## config.mk

```make
export PLATFORM = sky130hd
export DESIGN_NAME = gf180mcu_fd_io__ring_seq
export DESIGN_NICKNAME = d
export VERILOG_FILES = /design/src/rtl/gf180mcu_fd_io__ring_seq.sv
export SDC_FILE = /design/constraint.sdc
export NUM_CORES = 1
export LEC_CHECK = 0
export ABC_AREA = 1
export CORE_UTILIZATION = 40
export DETAILED_ROUTE_END_ITERATION = 8
export PLACE_DENSITY = 0.82
export SYNTH_ARGS = -nofsm -noshare
export SYNTH_HDL_FRONTEND = slang
export SYNTH_SLANG_ARGS = --single-unit
```

## constraint.sdc

```tcl
create_clock -name clk -period 1.5 [get_ports clk]
set_input_delay 0.3 -clock clk [delete_from_list [all_inputs] [get_ports clk]]
set_output_delay 0.3 -clock clk [all_outputs]
set_load 0.05 [all_outputs]
```

## src/rtl/gf180mcu_fd_io__ring_seq.sv

```systemverilog
// gf180mcu_fd_io__ring_seq: IO-ring bring-up sequencer gating pad IE/OE until the IO supply is stable, then releasing OE groups staggered
// Ports: clk, rstn (async active-low), pwrgd (async supply good), shdn (sync shutdown request),
//        oe_req/ie_req (core requests, pad p in group p/GROUP_W), oe/ie (registered pad enables),
//        ready (registered, all groups released).
// Optional: define GF180MCU_FD_IO_RAMP_DOWN_EN for a staggered reverse-order ramp-down on shdn.
module gf180mcu_fd_io__ring_seq #(
  parameter int NGROUPS = 4,
  parameter int GROUP_W = 8,
  parameter int SETTLE_CYC = 16,
  parameter int STAGGER_CYC = 8
) (
  input  logic                       clk,
  input  logic                       rstn,
  input  logic                       pwrgd,
  input  logic                       shdn,
  input  logic [NGROUPS*GROUP_W-1:0] oe_req,
  input  logic [NGROUPS*GROUP_W-1:0] ie_req,
  output logic [NGROUPS*GROUP_W-1:0] oe,
  output logic [NGROUPS*GROUP_W-1:0] ie,
  output logic                       ready
);
  localparam int CMAX = SETTLE_CYC > STAGGER_CYC ? SETTLE_CYC : STAGGER_CYC;
  localparam int CW = $clog2(CMAX + 1);
  localparam int GW = $clog2(NGROUPS + 1);
  typedef enum logic [2:0] {OFF, SETTLE, IE_ON, RAMP, RUN, HOLD, DOWN} state_t;
  state_t st, st_n;
  logic s1, pg_s, ieg, ieg_n, stag;
  logic [CW-1:0] cnt, cnt_n;
  logic [GW-1:0] g, g_n;
  logic [NGROUPS-1:0] gen, gen_n;
  logic [NGROUPS*GROUP_W-1:0] mask;
  for (genvar i = 0; i < NGROUPS; i++) begin : g_mask
    assign mask[i*GROUP_W +: GROUP_W] = {GROUP_W{gen[i]}};
  end
  assign stag = cnt == CW'(STAGGER_CYC - 1);
  // The stagger counter runs continuously from IE_ON entry so group k
  // releases (k+1)*STAGGER_CYC edges after the IE gate opens.
  always_comb begin
    st_n = st;
    cnt_n = '0;
    g_n = g;
    gen_n = gen;
    ieg_n = ieg;
    case (st)
      OFF: st_n = pg_s && !shdn ? SETTLE : OFF;
      SETTLE: begin
        if (cnt == CW'(SETTLE_CYC - 1)) begin
          st_n = IE_ON;
          ieg_n = 1'b1;
        end else cnt_n = cnt + CW'(1);
      end
      IE_ON, RAMP: begin
        st_n = RAMP;
        if (stag) begin
          gen_n = gen | (NGROUPS'(1) << g);
          g_n = g + GW'(1);
          if (g == GW'(NGROUPS - 1)) st_n = RUN;
        end else cnt_n = cnt + CW'(1);
      end
      HOLD: st_n = shdn ? HOLD : OFF;
      DOWN: begin
        if (!stag) cnt_n = cnt + CW'(1);
        else if (g == '0) begin
          ieg_n = 1'b0;
          st_n = HOLD;
        end else begin
          gen_n = gen & ~(NGROUPS'(1) << (g - GW'(1)));
          g_n = g - GW'(1);
        end
      end
      default: ;
    endcase
`ifdef GF180MCU_FD_IO_RAMP_DOWN_EN
    if (shdn && (st == RAMP || st == RUN)) begin
      st_n = DOWN;
      cnt_n = '0;
      g_n = g;
      gen_n = gen;
      ieg_n = ieg;
    end
    if (shdn && (st == SETTLE || st == IE_ON)) begin
      st_n = HOLD;
      cnt_n = '0;
      g_n = '0;
      gen_n = '0;
      ieg_n = 1'b0;
    end
`else
    if (shdn && st inside {SETTLE, IE_ON, RAMP, RUN}) begin
      st_n = HOLD;
      cnt_n = '0;
      g_n = '0;
      gen_n = '0;
      ieg_n = 1'b0;
    end
`endif
    // Supply loss overrides shutdown handling and any ramp in progress.
    if (!pg_s && st != OFF) begin
      st_n = OFF;
      cnt_n = '0;
      g_n = '0;
      gen_n = '0;
      ieg_n = 1'b0;
    end
  end
  always_ff @(posedge clk or negedge rstn) begin
    if (!rstn) begin
      s1 <= 1'b0;
      pg_s <= 1'b0;
      st <= OFF;
      cnt <= '0;
      g <= '0;
      gen <= '0;
      ieg <= 1'b0;
      oe <= '0;
      ie <= '0;
      ready <= 1'b0;
    end else begin
      s1 <= pwrgd;
      pg_s <= s1;
      st <= st_n;
      cnt <= cnt_n;
      g <= g_n;
      gen <= gen_n;
      ieg <= ieg_n;
      oe <= oe_req & mask;
      ie <= ie_req & {NGROUPS*GROUP_W{ieg}};
      ready <= st == RUN;
    end
  end
endmodule
```

==> Word-level counts from Yosys, hierarchy flattened <==
Cells that the tools add are included.
Widths: inputs -> output; s select.
{ "totals": {"reg_bits": 83, "output_inout_bits": 65, "input_bits": 68, "word_cells": 84} }
{ "op_classes": {"mux": 33, "n_addsub": 3, "n_eq_ne": 14, "bitwise": 5, "reduce_logical": 17, "n_shift": 2} }
{ "op_table": {"columns": ["operator", "n"], "rows": [
  ["$and 32x32->32", 2],
  ["$mux 3", 13],
  ["$mux 4", 5],
  ["$mux 5", 4],
  ["$ne 4x4->1 const B", 4],
  ["$pmux 3 s5", 1],
  ["$reduce_and 4->1", 3],
  ["$reduce_bool 4->1", 3],
  ["$pmux 5 s2", 1],
  ["$eq 3x2->1 const B", 3],
  ["$eq 3x3->1 const B", 3],
  ["$pmux 4 s2", 1],
  ["$shl 1x3->4 const A", 2],
  ["$reduce_bool 7->1", 1],
  ["$logic_not 3->1", 2],
  ["$mux 1", 6],
  ["$pmux 3 s2", 1],
  ["$add 5x1->5 const B", 1],
  ["$eq 5x3->1 const B", 1],
  ["$eq 5x4->1 const B", 1],
  ["$and 4x4->4", 1],
  ["$ne 4x2->1 const B", 1],
  ["$not 4->4", 1],
  ["$or 4x4->4", 1],
  ["other kinds (9)", 12]
]} }

==> Depth between registers and ports, before layout <==
{ "depth": {"depth_word": 9, "depth_mapped": 12, "mapped_depth_nobuf": 12} }

==> Least setup slack after synthesis <==
No wires, ideal clock.
{ "synth_path": {"path_kind": "register -> register", "startpoint": "reg cnt[0]", "endpoint": "reg st[1]", "setup_time_ns": 0.116, "required_ns": 1.384, "path_buffers": 0, "setup_slack_ns": -0.055, "period_less_slack_ns": 1.555, "path_stages_with_launch": 13, "t_arrival_ns": 1.438, "cell_sequence": "dfrtp_1 ha_1 nand2_1 inv_1 nand2_1 inv_1 ha_1 nor2_2 nand3_2 nand2_1 nor2_2 nand2_1 nand2_1"} }
{ "synth_via": {"elab_chain_cells": 5, "elab_cells_between_ends": 9, "classes_between": "eq/ne: 4; mux: 4; reduce/logical: 1"} }
{ "synth_rtl": {"columns": ["element", "line_no", "rtl"], "rows": [
  ["start: declaration", "28", "logic [CW-1:0] cnt, cnt_n;"],
  ["start signal: assignment", "122", "cnt <= cnt_n;"],
  ["$eq 5x3->1", "35", "assign stag = cnt == CW'(STAGGER_CYC - 1);"],
  ["$mux 3", "54", "if (stag) begin"],
  ["$pmux 3 s5", "44", "case (st)"],
  ["$mux 3", "89", "if (shdn && st inside {SETTLE, IE_ON, RAMP, RUN}) begin"],
  ["$mux 3", "98", "if (!pg_s && st != OFF) begin"],
  ["end signal: assignment", "121", "st <= st_n;"],
  ["end: declaration", "26", "state_t st, st_n;"]
]} }
Parallel ways exist; a longest one is shown, timed or not.
A chain may end at the register's enable or synchronous reset.

==> Worst setup path after layout <==
{ "layout_path": {"startpoint": "reg g[0]", "endpoint": "reg st[1]"} }
{ "layout_via": {"elab_chain_cells": 6, "elab_cells_between_ends": 9, "classes_between": "eq/ne: 2; mux: 5; reduce/logical: 2"} }
{ "layout_rtl": {"columns": ["element", "line_no", "rtl"], "rows": [
  ["start: declaration", "29", "logic [GW-1:0] g, g_n;"],
  ["start signal: assignment", "123", "g <= g_n;"],
  ["$eq 3x2->1", "57", "if (g == GW'(NGROUPS - 1)) st_n = RUN;"],
  ["$mux 3", "57", null],
  ["$mux 3", "54", null],
  ["$pmux 3 s5", "44", null],
  ["$mux 3", "89", null],
  ["$mux 3", "98", null]
]} }
Parallel ways exist; a longest one is shown, timed or not.

==> impl_metrics.toml <==
[clocking]
clock_path_buffers = 2
cts-root-buf = "clkbuf_8"
insertion_delay_ns = 0.35
numCtsBuffers = 9
cts.sinks = 83
htreeDepth = 3
clkTransAtPathRegs_ns = 0.09
cts_tree = "done"

[yosys]
synth_area_leaders = "dfrtp_1 59%, nand2_1 13%, inv_1 9.2%"
synth_cells = 390
synth_top_area_cell = "dfrtp_1"
yosysTopAreaCellShare_pct = 59.16
synth_cell_types = 28
yosysWarnings = 0
synth_area_per_cell_um2 = 9.002
synth_seq_cells = 83
ys_seq_area_share_pct = 59.16
syn_area_um2 = 3511
synthesis.nets = 467

[setup_path]
r2r_slack_ns = -0.05
worst_setup_path_end_kind = "register"
required_ns = 1.79
critPathKind = "reg2reg"
worstPathArrival_ns = 1.84
r2r-end = "st[1]"
path_cells = "ha_1 > ha_1 > nand3_2 > nand2_2 > buf_4 > a21oi_1 > nand2_1 > nand2_1"
reg2reg_from = "g[0]"
rr_worst_depth = 8
cp_slowest_cell = "dfrtp_2"
crit_path_start_kind = "register"
max_stage_delay_ns = 0.46
cp_max_fo = 4

[floorplan]
ios = 133
dieArea_um2 = 9156
core_um2 = 8341
rows = 33
start_util_pct = 42.09
die_h_um = 95.69
die_w_um = 95.69

[finish]
regArea_um2 = 2081
multiInputGateArea_um2 = 1194
antenna_cells = 0
final_nets = 625
drive_above_1_share_pct = 29.53
area_growth_pct = 75.20
layout_common_cells = "107 x nand2_1, 81 x inv_1, 80 x dfrtp_1"
final_common_cell = "nand2_1"
fill_cells = 526
finalInstanceArea_um2 = 6151

[placed_design]
placed_area_um2 = 5670
port_buffers = 132
dp_hpwl_um = 6509
gp_congestion = 0.8605

[global_route]
grt_max_degree = 84
grt-ovfl-total = 0
antenna_found_initial = 0
grt_pass1_vias = 3026
grt_use_total_pct = 19.78
grt_pass1_wl_um = 13530

[run]
drv_cap = 0

[sta]
timing.hold.ws_ns = 0.3567
max_clock_freq_ghz = 0.6447
hold_viol = 0
min_period_over_period_pct = 103.4
setup_viol = 5
finalMaxSlewViolations = 0
skew_ns = 0.009910
tightestPinTransition_ns = 0.4276
rsz0062_at_grt = "yes"
min_period_ns = 1.551
max_slew_margin_pct = 71.50
layout_setup_ws_ns = -0.05122

[pwr]
p_per_area_nw_per_um2 = 1641
p_leak_nw = 3.380
ir_drop_v = 0.0007406

[route]
dr.first_iter.drc_count = 64
viasPerCell = 4.554
wl_per_cell_um = 13.84
wl_um = 9093
drc = 0
first_pass_iters = 4
vias = 2992
ant_nets = 0

[min_path]
hp-class = "reg2reg"
min_path_cells = 0
whs_endpoint = "pg_s"
holdCritStartpoint = "s1"

[status]
outcome = "finished with violations"
violations = "setup timing"
[stage by stage]
stage | total power [W] | setup TNS [ns] | utilization (%) | instances | worst slack (ns)
after floorplan | 0.005659 | 0 | - | 390 | 0.0005677
after global placement | 0.007761 | -0.6314 | 67.99 | 630 | -0.07537
after detailed placement | 0.007934 | -1.560 | 67.99 | 630 | -0.1421
after CTS | 0.009828 | -0.3086 | 71.50 | 651 | -0.06718
after global routing | 0.01063 | -1.170 | 73.75 | 657 | -0.1567
final | 0.01009 | -0.1602 | 73.75 | 657 | -0.05122
[synthesized netlist by cell type (all sizes together)]
cell and instances:
nand4 3, dfrtp 83, xor2 2, clkbuf 7, a21oi 4, inv 90, nand3 27, or2 1
nor2 28, nor3 2, buf 3, nand2 124, nand3b 2, ha 9, o21ai 5
[flip-flops by register name, indices dropped and copies added (netlist names)]
register / cells
ieg: 1
ie: 32
s1: 1
pg_s: 1
ready: 1
g: 3
st: 3
cnt: 5
gen: 4
oe: 32
[timing repair]
action | CTS | global route
buffers inserted | 5 | 6
gates resized for setup | 7 | 41
endpoints found under the setup margin | 12 | 16
pin swaps | 3 | 15
hold buffers | 1 | 0
hold endpoints to repair | 46 | 0
[cell families after synthesis]
| family | Yosys count | share of synthesized area, % |
|---|---|---|
| xor+xnor | 2 | 0.4990 |
| buf+inv | 100 | 11.15 |
| compound gates | 9 | 1.604 |
| flops | 83 | 59.16 |
| fa+ha+maj | 9 | 3.207 |
| simple gates | 187 | 24.38 |
[worst max-delay path, delay by kind of cell (launching register included)]
family / cells / cell delay [ns]
DFF: 1 / 0.46
adders and majority gates: 2 / 0.47
AOI/OAI and AO/OA: 1 / 0.13
and+or+nand+nor: 4 / 0.29
buffers and inverters: 1 / 0.14
[worst max path at each step]
stage	slack, ns	from	to	cells after the start
finish	-0.05	g[0]	st[1]	8
global route	-0.16	cnt[1]	st[0]	12
CTS	-0.07	cnt[1]	st[2]	12
detailed placement	-0.14	shdn	g[1]	6
global placement	-0.08	shdn	st[2]	7
floorplan	0.0006	cnt[0]	cnt[4]	8
[report_power, final]
part           leakage (nW)  switching (W)  total [W]  internal [W]
sequential             1.12       0.000523    0.00322       0.00269
clock                 0.115       0.000782    0.00180       0.00102
combinational          2.15        0.00282    0.00507       0.00225
total                  3.38        0.00412     0.0101       0.00597
[cell type report]
cell class / count / area share, %
Inverter: 90 / 5.533
Clock inverter: 4 / 1.200
Timing Repair Buffer: 157 / 35.44
Sequential cell: 83 / 33.83
Clock buffer: 11 / 2.461
Multi-Input combinational cell: 207 / 19.41
Tap cell: 105 / 2.136
[routing by layer]
layer,vias to the layer above,track usage (%),share of wire (%)
li1,1448,-,-
met1,1397,20.03,34
met5,-,0,0
met3,28,4.785,6.4
met4,0,10.20,3.1
met2,119,37.26,56
(Power assumes the default switching activity.)
